<file path="src/rtl/nim_pkg.sv">
// Shared types and default widths for the NIM pulse output block.
// The GAP state only exists when NIM_OUT_BURST_EN is defined.
package nim_pkg;

    localparam int NIM_CNT_W  = 32;
    localparam int NIM_TIME_W = 16;

    typedef enum logic [2:0] {
        IDLE,
        DELAY,
        HIGH,
`ifdef NIM_OUT_BURST_EN
        GAP,
`endif
        HOLDOFF
    } nim_state_t;

endpackage

</file>
<file path="src/rtl/nim_downcounter.sv">
// Loadable down-counter with zero flag; one instance times every FSM phase.
module nim_downcounter #(
    parameter int W = 16
) (
    input  logic         clk,
    input  logic         reset,
    input  logic         load,
    input  logic [W-1:0] load_val,
    output logic         zero
);

    logic [W-1:0] cnt;

    always_ff @(posedge clk or negedge reset) begin
        if (!reset) begin
            cnt <= '0;
        end else if (load) begin
            cnt <= load_val;
        end else if (cnt != '0) begin
            cnt <= cnt - 1'b1;
        end
    end

    assign zero = (cnt == '0);

endmodule

</file>
<file path="src/rtl/nim_output.sv">
// Triggered NIM pulse generator with delay, width, holdoff and polarity control.
// Define NIM_OUT_BURST_EN to honour burst_n/period (multi-pulse bursts).
module nim_output
    import nim_pkg::*;
#(
    parameter int CNT_W  = NIM_CNT_W,
    parameter int TIME_W = NIM_TIME_W
) (
    input  logic              clk,
    input  logic              reset,
    input  logic              enable,
    input  logic              trig_in,
    input  logic [7:0]        delay,
    input  logic [TIME_W-1:0] width,
    input  logic [TIME_W-1:0] holdoff,
    input  logic [7:0]        burst_n,
    input  logic [TIME_W-1:0] period,
    input  logic              invert,
    input  logic              reset_cnt,
    output logic              nim_out,
    output logic              busy,
    output logic [CNT_W-1:0]  count,
    output logic [CNT_W-1:0]  dropped
);

    nim_state_t        state;
    logic              raw;
    logic              accept;
    logic              ctr_load;
    logic [TIME_W-1:0] ctr_val;
    logic              ctr_zero;

    logic [7:0]        delay_z;
    logic [TIME_W-1:0] width_z;
    logic [TIME_W-1:0] holdoff_z;
    logic              invert_z;
    logic [TIME_W-1:0] width_s;
    logic [TIME_W-1:0] holdoff_s;

`ifdef NIM_OUT_BURST_EN
    logic [7:0]        burst_n_z;
    logic [TIME_W-1:0] period_z;
    logic [TIME_W-1:0] period_s;
    logic [7:0]        remaining;
`else
    logic              unused_cfg;
    assign unused_cfg = ^{burst_n, period};
`endif

    // Phases last max(v,1) cycles, so the counter is loaded with v-1.
    function automatic logic [TIME_W-1:0] len_m1(input logic [TIME_W-1:0] v);
        return (v == '0) ? '0 : v - 1'b1;
    endfunction

    always_ff @(posedge clk or negedge reset) begin
        if (!reset) begin
            delay_z   <= '0;
            width_z   <= '0;
            holdoff_z <= '0;
            invert_z  <= 1'b0;
`ifdef NIM_OUT_BURST_EN
            burst_n_z <= '0;
            period_z  <= '0;
`endif
        end else begin
            delay_z   <= delay;
            width_z   <= width;
            holdoff_z <= holdoff;
            invert_z  <= invert;
`ifdef NIM_OUT_BURST_EN
            burst_n_z <= burst_n;
            period_z  <= period;
`endif
        end
    end

    assign accept = (state == IDLE) && trig_in && enable;

    always_comb begin
        ctr_load = 1'b0;
        ctr_val  = '0;
        case (state)
            IDLE: if (accept) begin
                ctr_load = 1'b1;
                ctr_val  = (delay_z != '0) ? TIME_W'(delay_z) - 1'b1 : len_m1(width_z);
            end
            DELAY: if (ctr_zero) begin
                ctr_load = 1'b1;
                ctr_val  = len_m1(width_s);
            end
            HIGH: if (ctr_zero) begin
`ifdef NIM_OUT_BURST_EN
                if (remaining != '0) begin
                    ctr_load = 1'b1;
                    ctr_val  = len_m1(period_s);
                end else
`endif
                if (holdoff_s != '0) begin
                    ctr_load = 1'b1;
                    ctr_val  = holdoff_s - 1'b1;
                end
            end
`ifdef NIM_OUT_BURST_EN
            GAP: if (ctr_zero) begin
                ctr_load = 1'b1;
                ctr_val  = len_m1(width_s);
            end
`endif
            default: ;
        endcase
    end

    nim_downcounter #(.W(TIME_W)) u_timer (
        .clk      (clk),
        .reset    (reset),
        .load     (ctr_load),
        .load_val (ctr_val),
        .zero     (ctr_zero)
    );

    // raw and busy trail the state by one edge, which places the first
    // pulse edge at acceptance + 1 + delay.
    always_ff @(posedge clk or negedge reset) begin
        if (!reset) begin
            state     <= IDLE;
            raw       <= 1'b0;
            busy      <= 1'b0;
            width_s   <= '0;
            holdoff_s <= '0;
`ifdef NIM_OUT_BURST_EN
            period_s  <= '0;
            remaining <= '0;
`endif
        end else begin
            raw  <= (state == HIGH);
            busy <= (state != IDLE);
            case (state)
                IDLE: if (accept) begin
                    width_s   <= width_z;
                    holdoff_s <= holdoff_z;
`ifdef NIM_OUT_BURST_EN
                    period_s  <= period_z;
                    remaining <= (burst_n_z == '0) ? '0 : burst_n_z - 8'd1;
`endif
                    state     <= (delay_z != '0) ? DELAY : HIGH;
                end
                DELAY: if (ctr_zero) state <= HIGH;
                HIGH: if (ctr_zero) begin
`ifdef NIM_OUT_BURST_EN
                    if (remaining != '0) begin
                        remaining <= remaining - 8'd1;
                        state     <= GAP;
                    end else
`endif
                    if (holdoff_s != '0) state <= HOLDOFF;
                    else state <= IDLE;
                end
`ifdef NIM_OUT_BURST_EN
                GAP: if (ctr_zero) state <= HIGH;
`endif
                HOLDOFF: if (ctr_zero) state <= IDLE;
                default: state <= IDLE;
            endcase
        end
    end

    // A clear in the same cycle as an increment leaves the counter at zero.
    always_ff @(posedge clk or negedge reset) begin
        if (!reset) begin
            count   <= '0;
            dropped <= '0;
        end else if (reset_cnt) begin
            count   <= '0;
            dropped <= '0;
        end else begin
            if ((state == HIGH) && !raw) count <= count + 1'b1;
            if (trig_in && (state != IDLE)) dropped <= dropped + 1'b1;
        end
    end

    always_ff @(posedge clk or negedge reset) begin
        if (!reset) nim_out <= 1'b0;
        else nim_out <= raw ^ invert_z;
    end

endmodule

</file>
<file path="config.mk">
export PLATFORM = sky130hd
export DESIGN_NAME = nim_output
export DESIGN_NICKNAME = d
export VERILOG_FILES = /design/src/rtl/nim_pkg.sv /design/src/rtl/nim_downcounter.sv /design/src/rtl/nim_output.sv
export SDC_FILE = /design/constraint.sdc
export NUM_CORES = 1
export LEC_CHECK = 0
export CORE_MARGIN = 4
export CORE_UTILIZATION = 50
export CTS_CLUSTER_DIAMETER = 200
export CTS_CLUSTER_SIZE = 12
export DETAILED_ROUTE_END_ITERATION = 6
export PLACE_DENSITY = 0.84
export SETUP_SLACK_MARGIN = 0.3
export SYNTH_ARGS = -nofsm -noshare
export SYNTH_HDL_FRONTEND = slang
export SYNTH_SLANG_ARGS = --single-unit
</file>
<file path="constraint.sdc">
create_clock -name clk -period 2.97 [get_ports clk]
set_input_delay 0.594 -clock clk [delete_from_list [all_inputs] [get_ports clk]]
set_output_delay 0.594 -clock clk [all_outputs]
set_load 0.05 [all_outputs]
</file>
Word level (Yosys, flattened, before mapping)
Index checks and enable logic that the tools add are counted.
{ "classes": {"n_addsub": 7, "multipliers": 0, "div_mod_pow": 0, "n_lt_le_gt_ge": 0, "eq_ne": 7, "n_shift": 0, "muxes": 26, "n_bitwise": 1, "reduce_logical": 18} }
{ "op_table": {"columns": ["cell", "count"], "rows": [
  ["$mux 16", 9],
  ["$mux 32", 4],
  ["$add 32x1->32 const B", 2],
  ["$sub 16x1->16 const B", 4],
  ["$logic_not 16->1", 3],
  ["$pmux 16 s3", 1],
  ["$reduce_bool 16->1", 2],
  ["$mux 3", 4],
  ["$pmux 3 s4", 1],
  ["$sub 8x1->9 const B", 1],
  ["$ne 2x2->1 const B", 4],
  ["$reduce_bool 8->1", 1],
  ["$eq 3x2->1 const B", 2],
  ["$reduce_bool 2->1", 3],
  ["$logic_and 1x1->1", 4],
  ["$mux 1", 4],
  ["$mux 2", 2],
  ["$reduce_and 4->1", 1],
  ["$eq 3x1->1 const B", 1],
  ["$logic_not 3->1", 1],
  ["$pmux 1 s3", 1],
  ["$reduce_bool 3->1", 1],
  ["$reduce_and 2->1", 1],
  ["$logic_not 1->1", 1],
  ["$xor 1x1->1", 1]
]} }
{ "totals": {"regBits": 159, "latch_bits": 0, "ram_bits": 0, "mem_bits_ro": 0, "inputBits": 70, "output_inout_bits": 66, "word_cells": 72, "n_memories": 0} }

Logic depth before layout (Yosys ltp)
Gate-level depths: netlist of run 1.
{ "logic_depth": {"depth_word": 6, "mapped_depth": 9, "depth_no_buf": 8} }

Cells and area by module
Synthesis of run 1 repeated with hierarchy kept, for this count alone.
{ "hier_totals": {"hier_cells": 833, "area_unflattened_um2": 8006.4} }
{ "by_module_without_submodules": {"columns": ["module", "n_inst", "cells_each", "area_per_inst_um2", "seq_area_each_um2"], "rows": [
  ["nim_output", 1, 729, 7000.5, 3553.4],
  ["nim_downcounter", 1, 104, 1006.0, 400.4]
]} }

Worst setup path before layout of run 1
No wires, ideal clock.
{ "synth_timing": {"path_kind": "register -> register", "startpoint": "register delay_z[0]", "endpoint": "register u_timer.cnt[3]", "setup_time_ns": 0.138, "arrival_time_ns": 2.284, "t_required_ns": 2.832, "setup_slack_ns": 0.547, "stages_incl_launch_ff": 8, "n_path_buf": 0, "period_less_slack_ns": 2.423, "path_cell_list": "dfrtp_1 -> inv_1 -> ha_1 -> or4b_1 -> or4_1 -> nand2_1 -> a21oi_1 -> or4_1"} }
{ "synth_via": {"elab_chain_len": 5, "elab_cells_between_ends": 6, "cone_classes": "add/sub (1); mux (4); reduce/logical (1)"} }
{ "synth_lines": {"columns": ["element", "line", "rtl"], "rows": [
  ["start, declared", "nim_output.sv:33", "logic [7:0] delay_z;"],
  ["start signal, assigned", "nim_output.sv:66", "delay_z <= delay;"],
  ["$sub 8x1->9 / $reduce_bool 8->1 (equally long branches)", "nim_output.sv:85", "ctr_val = (delay_z != '0) ? TIME_W'(delay_z) - 1'b1 : len_m1(width_z);"],
  ["$mux 16 (*)", "nim_output.sv:85", null],
  ["$mux 16 (*)", "nim_output.sv:83", "IDLE: if (accept) begin"],
  ["$pmux 16 s3 (*)", "nim_output.sv:82", "case (state)"],
  ["$mux 16 (*)", "nim_downcounter.sv:17", "end else if (load) begin"],
  ["end signal, assigned", "nim_downcounter.sv:18", "cnt <= load_val;"],
  ["end signal, assigned", "nim_downcounter.sv:20", "cnt <= cnt - 1'b1;"],
  ["end, declared", "nim_downcounter.sv:12", "logic [W-1:0] cnt;"]
]} }
Every way passes the cells marked *; elsewhere a longest branch is shown, timed or not.
A chain may end at the register's enable or synchronous reset.

Final worst setup path of run 1
Same ends and word-level chain as after synthesis.

==> flow_summary.json, run 1 <==
{
  "grt_pass1_vias": 6400,
  "num_rows": 45,
  "p_int_mw": 3.71,
  "syn_inst": 804,
  "rsz0062_at_grt": "no",
  "timing.final.ws_setup_ps": 383,
  "dr.pass1.iters": 5,
  "die_y_um": 132,
  "dpl_cell_area_mm2": 0.00915,
  "fin_area_mm2": 0.00982,
  "fmax_ghz": 0.387,
  "crit_required_ps": 3260,
  "place_ws_ps": 287,
  "drcViolationCount": 0,
  "wirelength_um": 19000,
  "drv_cap": 0,
  "cts_sinks": 158,
  "vias": 6373,
  "cts_htree_levels": 4,
  "slew_violations": 0,
  "power_frac_seq_pct": 47.1,
  "tightest_slew_ps": 575,
  "clockPowerShare_pct": 48.1,
  "area_growth_syn_to_layout_pct": 26.9,
  "synth_nets": 881,
  "fillers": 1198,
  "portBuffers": 111,
  "layout_common_cells": "158 x dfrtp_1, 129 x nand2_1, 109 x clkdlybuf4s50_1",
  "crit_path_end_kind": "register",
  "core-area_mm2": 0.0152,
  "yosysWarnings": 0,
  "grt_remaining_overflow": 0,
  "netlist_area_mm2": 0.00774,
  "fp.dieW_um": 132,
  "slowest_delay_ps": 530,
  "viasPerCell": 5.64,
  "grt_pass1_wl_um": 31700,
  "ir_worst_vdd_uv": 401,
  "fin_crit_ps": 2590,
  "grt_usage_pct": 22.0,
  "crit_type": "reg2reg",
  "synth_edf_count": 0,
  "ios": 136,
  "critical_path_peak_fanout": 6,
  "synth.avg_cell_area_um2": 9.63,
  "cts.clk_slew.worst_paths_ps": 70,
  "switchingPower_mw": 1.04,
  "drive_gt1_share_pct": 8.70,
  "layout_commonest_cell": "dfrtp_1",
  "setup_viol": 0,
  "drt-initial-drc-count": 471,
  "fin_setup_tns_ps": 0,
  "cts_buffers": 17,
  "cts_root_buf": "clkbuf_16",
  "grt_antenna_before_repair": 0,
  "maxSlewHeadroom_pct": 61.7,
  "cp-start-kind": "register",
  "clock-skew-final_ps": 9.09,
  "cts_buffer_depth": 2,
  "status": "completed",
  "grt_start_max_net_pins": 64,
  "worst_path_max_delay_cell": "or4b_4",
  "synthFlopType": "dfrtp_1",
  "p_per_area_mw_per_mm2": 484,
  "p_comb_share_pct": 4.8,
  "post_drt_wl_per_cell_um": 16.8,
  "p_leak_nw": 4.14,
  "synthArstFlopShare_pct": 100,
  "ys_ff_latch": 158,
  "totalPowerFinal_mw": 4.75,
  "ys_seq_area_share_pct": 51.1,
  "arrival_ps": 2880,
  "cts_tree": "yes",
  "gp_congestion": 0.932,
  "cts_hold_buf": 0,
  "initial_core_util_pct": 50.9,
  "die-area_mm2": 0.0175,
  "n_antenna_cell": 0,
  "ant_nets": 0,
  "worstSkewPairLatency_ps": 420,
  "dpl.hpwl_um": 13400,
  "synth_cell_type_count": 61,
  "switching_share_pct": 21.9,
  "hp-class": "in2async",
  "hold_viol": 0,
  "cp_cell_sequence": "inv_1 -> ha_1 -> or4b_4 -> or4_4 -> nand2_1 -> a21oi_1 -> or4_1",
  "final_net_count": 1008,
  "finalCritPeriodShare_pct": 87.1
}
==> per-layer routing <==
layer	vias to the layer above	GRT usage [%]	share of wire, %
li1	3017	-	-
met1	3100	28.2	42
met2	230	35.9	49
met3	26	7.34	7.9
met4	0	6.35	1.5
met5	-	0	0
==> power groups by stage <==
stage	clock, mW	sequential, mW	combinational [mW]
floorplan	0	2.28	0.0787
global placement	0	2.27	0.224
detailed placement	0	2.27	0.228
CTS	2.32	2.23	0.230
global route	2.41	2.24	0.254
finish	2.29	2.24	0.228
==> registers in the layout, indices dropped and copies added (netlist names) <==
signal and cells:
nim_out 1, width_s 16, delay_z 8, state 2
holdoff_z 16, dropped 32, u_timer.cnt 16, count 32
width_z 16, raw 1, busy 1, invert_z 1
holdoff_s 16
==> worst max-delay path: cells and delay by family (launching register included) <==
family | cells | cell delay, ps
AOI/OAI and AO/OA | 1 | 70
adders and majority gates | 1 | 190
buffers and inverters | 1 | 80
DFF | 1 | 410
and+or+nand+nor | 4 | 1710
==> through the flow <==
stage / utilization [%] / hold WS (ps) / std cells
2_1_floorplan: - / 298 / 804
3_3_place_gp: 60.2 / 422 / 1096
3_5_place_dp: 60.2 / 420 / 1096
4_1_cts: 64.3 / 45.6 / 1126
5_1_grt: 64.6 / 57.4 / 1130
6_report: 64.6 / 47.6 / 1130
==> path summary, 6_finish.rpt <==
path	endpoint	cells after the start	startpoint	slack [ps]
max in group asynchronous	dropped[22]	2	reset	2140
max	u_timer.cnt[3]	7	delay_z[0]	380
min	holdoff_z[7]	1	reset	50
min in group clk	holdoff_s[13]	2	holdoff_z[13]	430
min reg2reg	holdoff_s[13]	2	holdoff_z[13]	430
max reg2reg	u_timer.cnt[3]	7	delay_z[0]	380
==> synthesized netlist by cell type, types with 3 or more instances <==
cell | instances | area share [%]
ha_1 | 7 | 1.1
nor2_1 | 103 | 5.0
nand4_1 | 16 | 1.3
buf_1 | 5 | 0.24
and3_1 | 9 | 0.73
o31ai_1 | 3 | 0.29
nand2_1 | 129 | 6.3
buf_2 | 4 | 0.26
nor4_1 | 20 | 1.6
o21ai_0 | 18 | 1.2
nor3_1 | 25 | 1.6
a21oi_1 | 17 | 1.1
nand3_1 | 28 | 1.8
dfrtp_1 | 158 | 51
or3_1 | 13 | 1.1
o31a_1 | 4 | 0.45
clkbuf_1 | 16 | 0.78
xnor2_1 | 51 | 5.8
xor2_1 | 58 | 6.6
or2_2 | 8 | 0.65
mux2i_1 | 5 | 0.65
nand2b_1 | 5 | 0.40
inv_1 | 19 | 0.92
a211o_1 | 7 | 0.79
o22ai_1 | 9 | 0.73
and2_1 | 4 | 0.32
and4_1 | 7 | 0.79
or4_1 | 11 | 1.1
o21a_1 | 4 | 0.39
==> layout make-up <==
| class | instances | area (um2) | area share (%) |
|---|---|---|---|
| Multi-Input combinational cell | 600 | 3630 | 37.0 |
| Inverter | 19 | 71.3 | 0.726 |
| Clock inverter | 12 | 185 | 1.89 |
| Clock buffer | 18 | 429 | 4.37 |
| Timing Repair Buffer | 135 | 1310 | 13.4 |
| Tap cell | 188 | 235 | 2.39 |
| Sequential cell | 158 | 3950 | 40.3 |
==> kinds of logic after synthesis <==
logic type	after synthesis	share of synthesized area (%)
compound gates	83	7.44
xor+xnor	109	12.3
fa+ha+maj	7	1.13
buf+inv	46	2.41
flops	158	51.1
mux	6	0.792
simple gates	395	24.8
==> repair_timing <==
action	4_1_cts	5_1_grt
setup endpoints to repair	3	16
pin swaps	0	2
buffers inserted	0	4
resized for setup	2	5
Power figures use the tool's default switching activity.
==> run 2, diff against run 1 <==
--- a/config.mk
+++ b/config.mk
@@ -5,12 +5,13 @@
 export SDC_FILE = /design/constraint.sdc
 export NUM_CORES = 1
 export LEC_CHECK = 0
+export CAP_MARGIN = 20
 export CORE_MARGIN = 4
-export CORE_UTILIZATION = 50
+export CORE_UTILIZATION = 45
 export CTS_CLUSTER_DIAMETER = 200
 export CTS_CLUSTER_SIZE = 12
 export DETAILED_ROUTE_END_ITERATION = 6
-export PLACE_DENSITY = 0.84
+export PLACE_DENSITY = 0.78
 export SETUP_SLACK_MARGIN = 0.3
 export SYNTH_ARGS = -nofsm -noshare
 export SYNTH_HDL_FRONTEND = slang
==> run 2 against run 1 <==
Effect of this change:
- critical path depth decreased by 1
- combinational power about the same
- design area decreased by 0.39%
- clock power decreased by 8%
- fmax decreased by 0.64%
- routed wire length decreased by 1.2%
- non-clock buffer count decreased by 1
- first-iteration DRC count decreased by 32%
- die area increased by 10%
- worst hold slack improved by 89 ps
- largest cell class unchanged
- highest routed layer unchanged
==> flow_summary.json, run 2 (synthesis results as in run 1) <==
{
  "p_per_area_mw_per_mm2": 466,
  "power_frac_seq_pct": 49.0,
  "ant_nets": 0,
  "initial_core_util_pct": 46.4,
  "r2r-end": "u_timer.cnt[3]",
  "tightest_slew_ps": 553,
  "cts.clk_slew.worst_paths_ps": 60,
  "final_net_count": 1007,
  "crit_path_end_kind": "register",
  "reg_top3": "count (32), dropped (32)",
  "clockPowerShare_pct": 46.1,
  "cts_buffer_depth": 2,
  "met1_usage_pct": 25.5,
  "p_int_mw": 3.55,
  "maxSlewHeadroom_pct": 62.8,
  "grt_antenna_before_repair": 0,
  "drv_cap": 0,
  "finalCritPeriodShare_pct": 87.7,
  "setup_viol": 0,
  "place_ws_ps": 334,
  "cp-start-kind": "register",
  "vias": 6345,
  "portBuffers": 111,
  "p_leak_nw": 4.11,
  "viasPerCell": 5.46,
  "fin_setup_tns_ps": 0,
  "critical_path_peak_fanout": 9,
  "dr.pass1.iters": 6,
  "num_rows": 47,
  "n_antenna_cell": 0,
  "grt-busiest-layer": "met2",
  "wirelength_um": 18800,
  "area_growth_syn_to_layout_pct": 26.4,
  "ir_worst_vdd_uv": 397,
  "cts_htree_levels": 4,
  "switchingPower_mw": 1.01,
  "totalPowerFinal_mw": 4.56,
  "fmax_ghz": 0.384,
  "grt_remaining_overflow": 0,
  "gp_congestion": 0.899,
  "p_comb_share_pct": 5.0,
  "reg2reg_slack_ps": 370,
  "post_drt_wl_per_cell_um": 16.1,
  "timing.final.ws_setup_ps": 367,
  "layout_common_cells": "158 x dfrtp_1, 128 x nand2_1, 109 x clkdlybuf4s50_1",
  "ios": 136,
  "die_y_um": 139,
  "cts_hold_buf": 0,
  "die-area_mm2": 0.0194,
  "drcViolationCount": 0,
  "r2r_cells": 6,
  "crit_required_ps": 3330,
  "fin_crit_ps": 2600,
  "hp-class": "in2async",
  "grt_pass1_wl_um": 31700,
  "clock-skew-final_ps": 8.14,
  "cts_sinks": 158,
  "crit_path_end": "u_timer.cnt[3]",
  "worstSkewPairLatency_ps": 420,
  "drt-initial-drc-count": 321,
  "cts_root_buf": "clkbuf_16",
  "met3_usage_pct": 6.79,
  "fp.dieW_um": 139,
  "drive_gt1_share_pct": 8.38,
  "grtUsageMet2_pct": 32.3,
  "fillers": 1412,
  "r2r-start": "u_timer.cnt[12]",
  "rsz0062_at_grt": "yes",
  "core-area_mm2": 0.0167,
  "status": "completed",
  "grt_start_max_net_pins": 59,
  "cts_buffers": 17,
  "crit_path_start": "u_timer.cnt[12]",
  "layout_commonest_cell": "dfrtp_1",
  "slew_violations": 0,
  "grt_usage_pct": 20.0,
  "post_cts_buffers": 0,
  "arrival_ps": 2970,
  "dpl.hpwl_um": 13500,
  "grt_pass1_vias": 6430,
  "cts_tree": "yes",
  "hold_viol": 0,
  "crit_type": "reg2reg",
  "switching_share_pct": 22.2
}
[run 2: cell types whose count changed in the layout (fill, tap and decap cells not counted), sizes merged]
cell / change
inv: -4
clkbuf: +3
clkinv: +3
bufinv: -2
clkinvlp: +2
buf: -1
[run 2: stage by stage]
step           cell area, um2  hold WS [ps]  instances  util, %
3_5_place_dp             9200           426       1131     55.1
6_report                 9780           136       1163     58.6
3_3_place_gp             9200           421       1131     55.1
4_1_cts                  9770           152       1163     58.5
2_1_floorplan            7740           298        804        -
5_1_grt                  9780           172       1163     58.6
[run 2: final cells by class]
| class | instances | area [um2] | area share (%) |
|---|---|---|---|
| sequential | 158 | 3950 | 40.4 |
| clock buffer | 21 | 450 | 4.60 |
| clock inverter | 11 | 118 | 1.20 |
| tap | 220 | 275 | 2.81 |
| timing repair buffer | 134 | 1290 | 13.2 |
| multi-input combinational | 600 | 3620 | 37.0 |
| inverter | 19 | 71.3 | 0.729 |
[run 2: worst min path at each step]
| stage | endpoint | slack [ps] |
|---|---|---|
| final | holdoff_z[4] | 140 |
| after global placement | holdoff_s[10] | 420 |
| after CTS | holdoff_z[4] | 150 |
| after floorplan | busy | 300 |
| after global routing | holdoff_z[4] | 170 |
| after detailed placement | holdoff_s[15] | 430 |
[run 2: metal layers]
layer | vias up | part of all wire, %
li1 | 3018 | -
met1 | 3110 | 43
met2 | 179 | 48
met3 | 38 | 6.5
met4 | 0 | 2.2
met5 | - | 0
[run 2: worst max-delay path, cell delays in order (launching register included)]
cell and delay [ps]:
dfrtp_1 400, or4_1 540, or3_1 530, nor3_1 420, nand2_1 250, o22ai_1 270, or4_1 140
[run 2: power by group through the flow]
stage,combinational (mW),clock (mW),sequential [mW]
2_1_floorplan,0.0787,0,2.28
3_3_place_gp,0.225,0,2.27
3_5_place_dp,0.229,0,2.27
4_1_cts,0.231,2.14,2.23
5_1_grt,0.252,2.25,2.24
6_report,0.226,2.10,2.23
[run 2: repair_timing]
item                       CTS  global route
gates resized for setup      1             4
setup endpoints to repair    2             9
gates cloned                 0             0
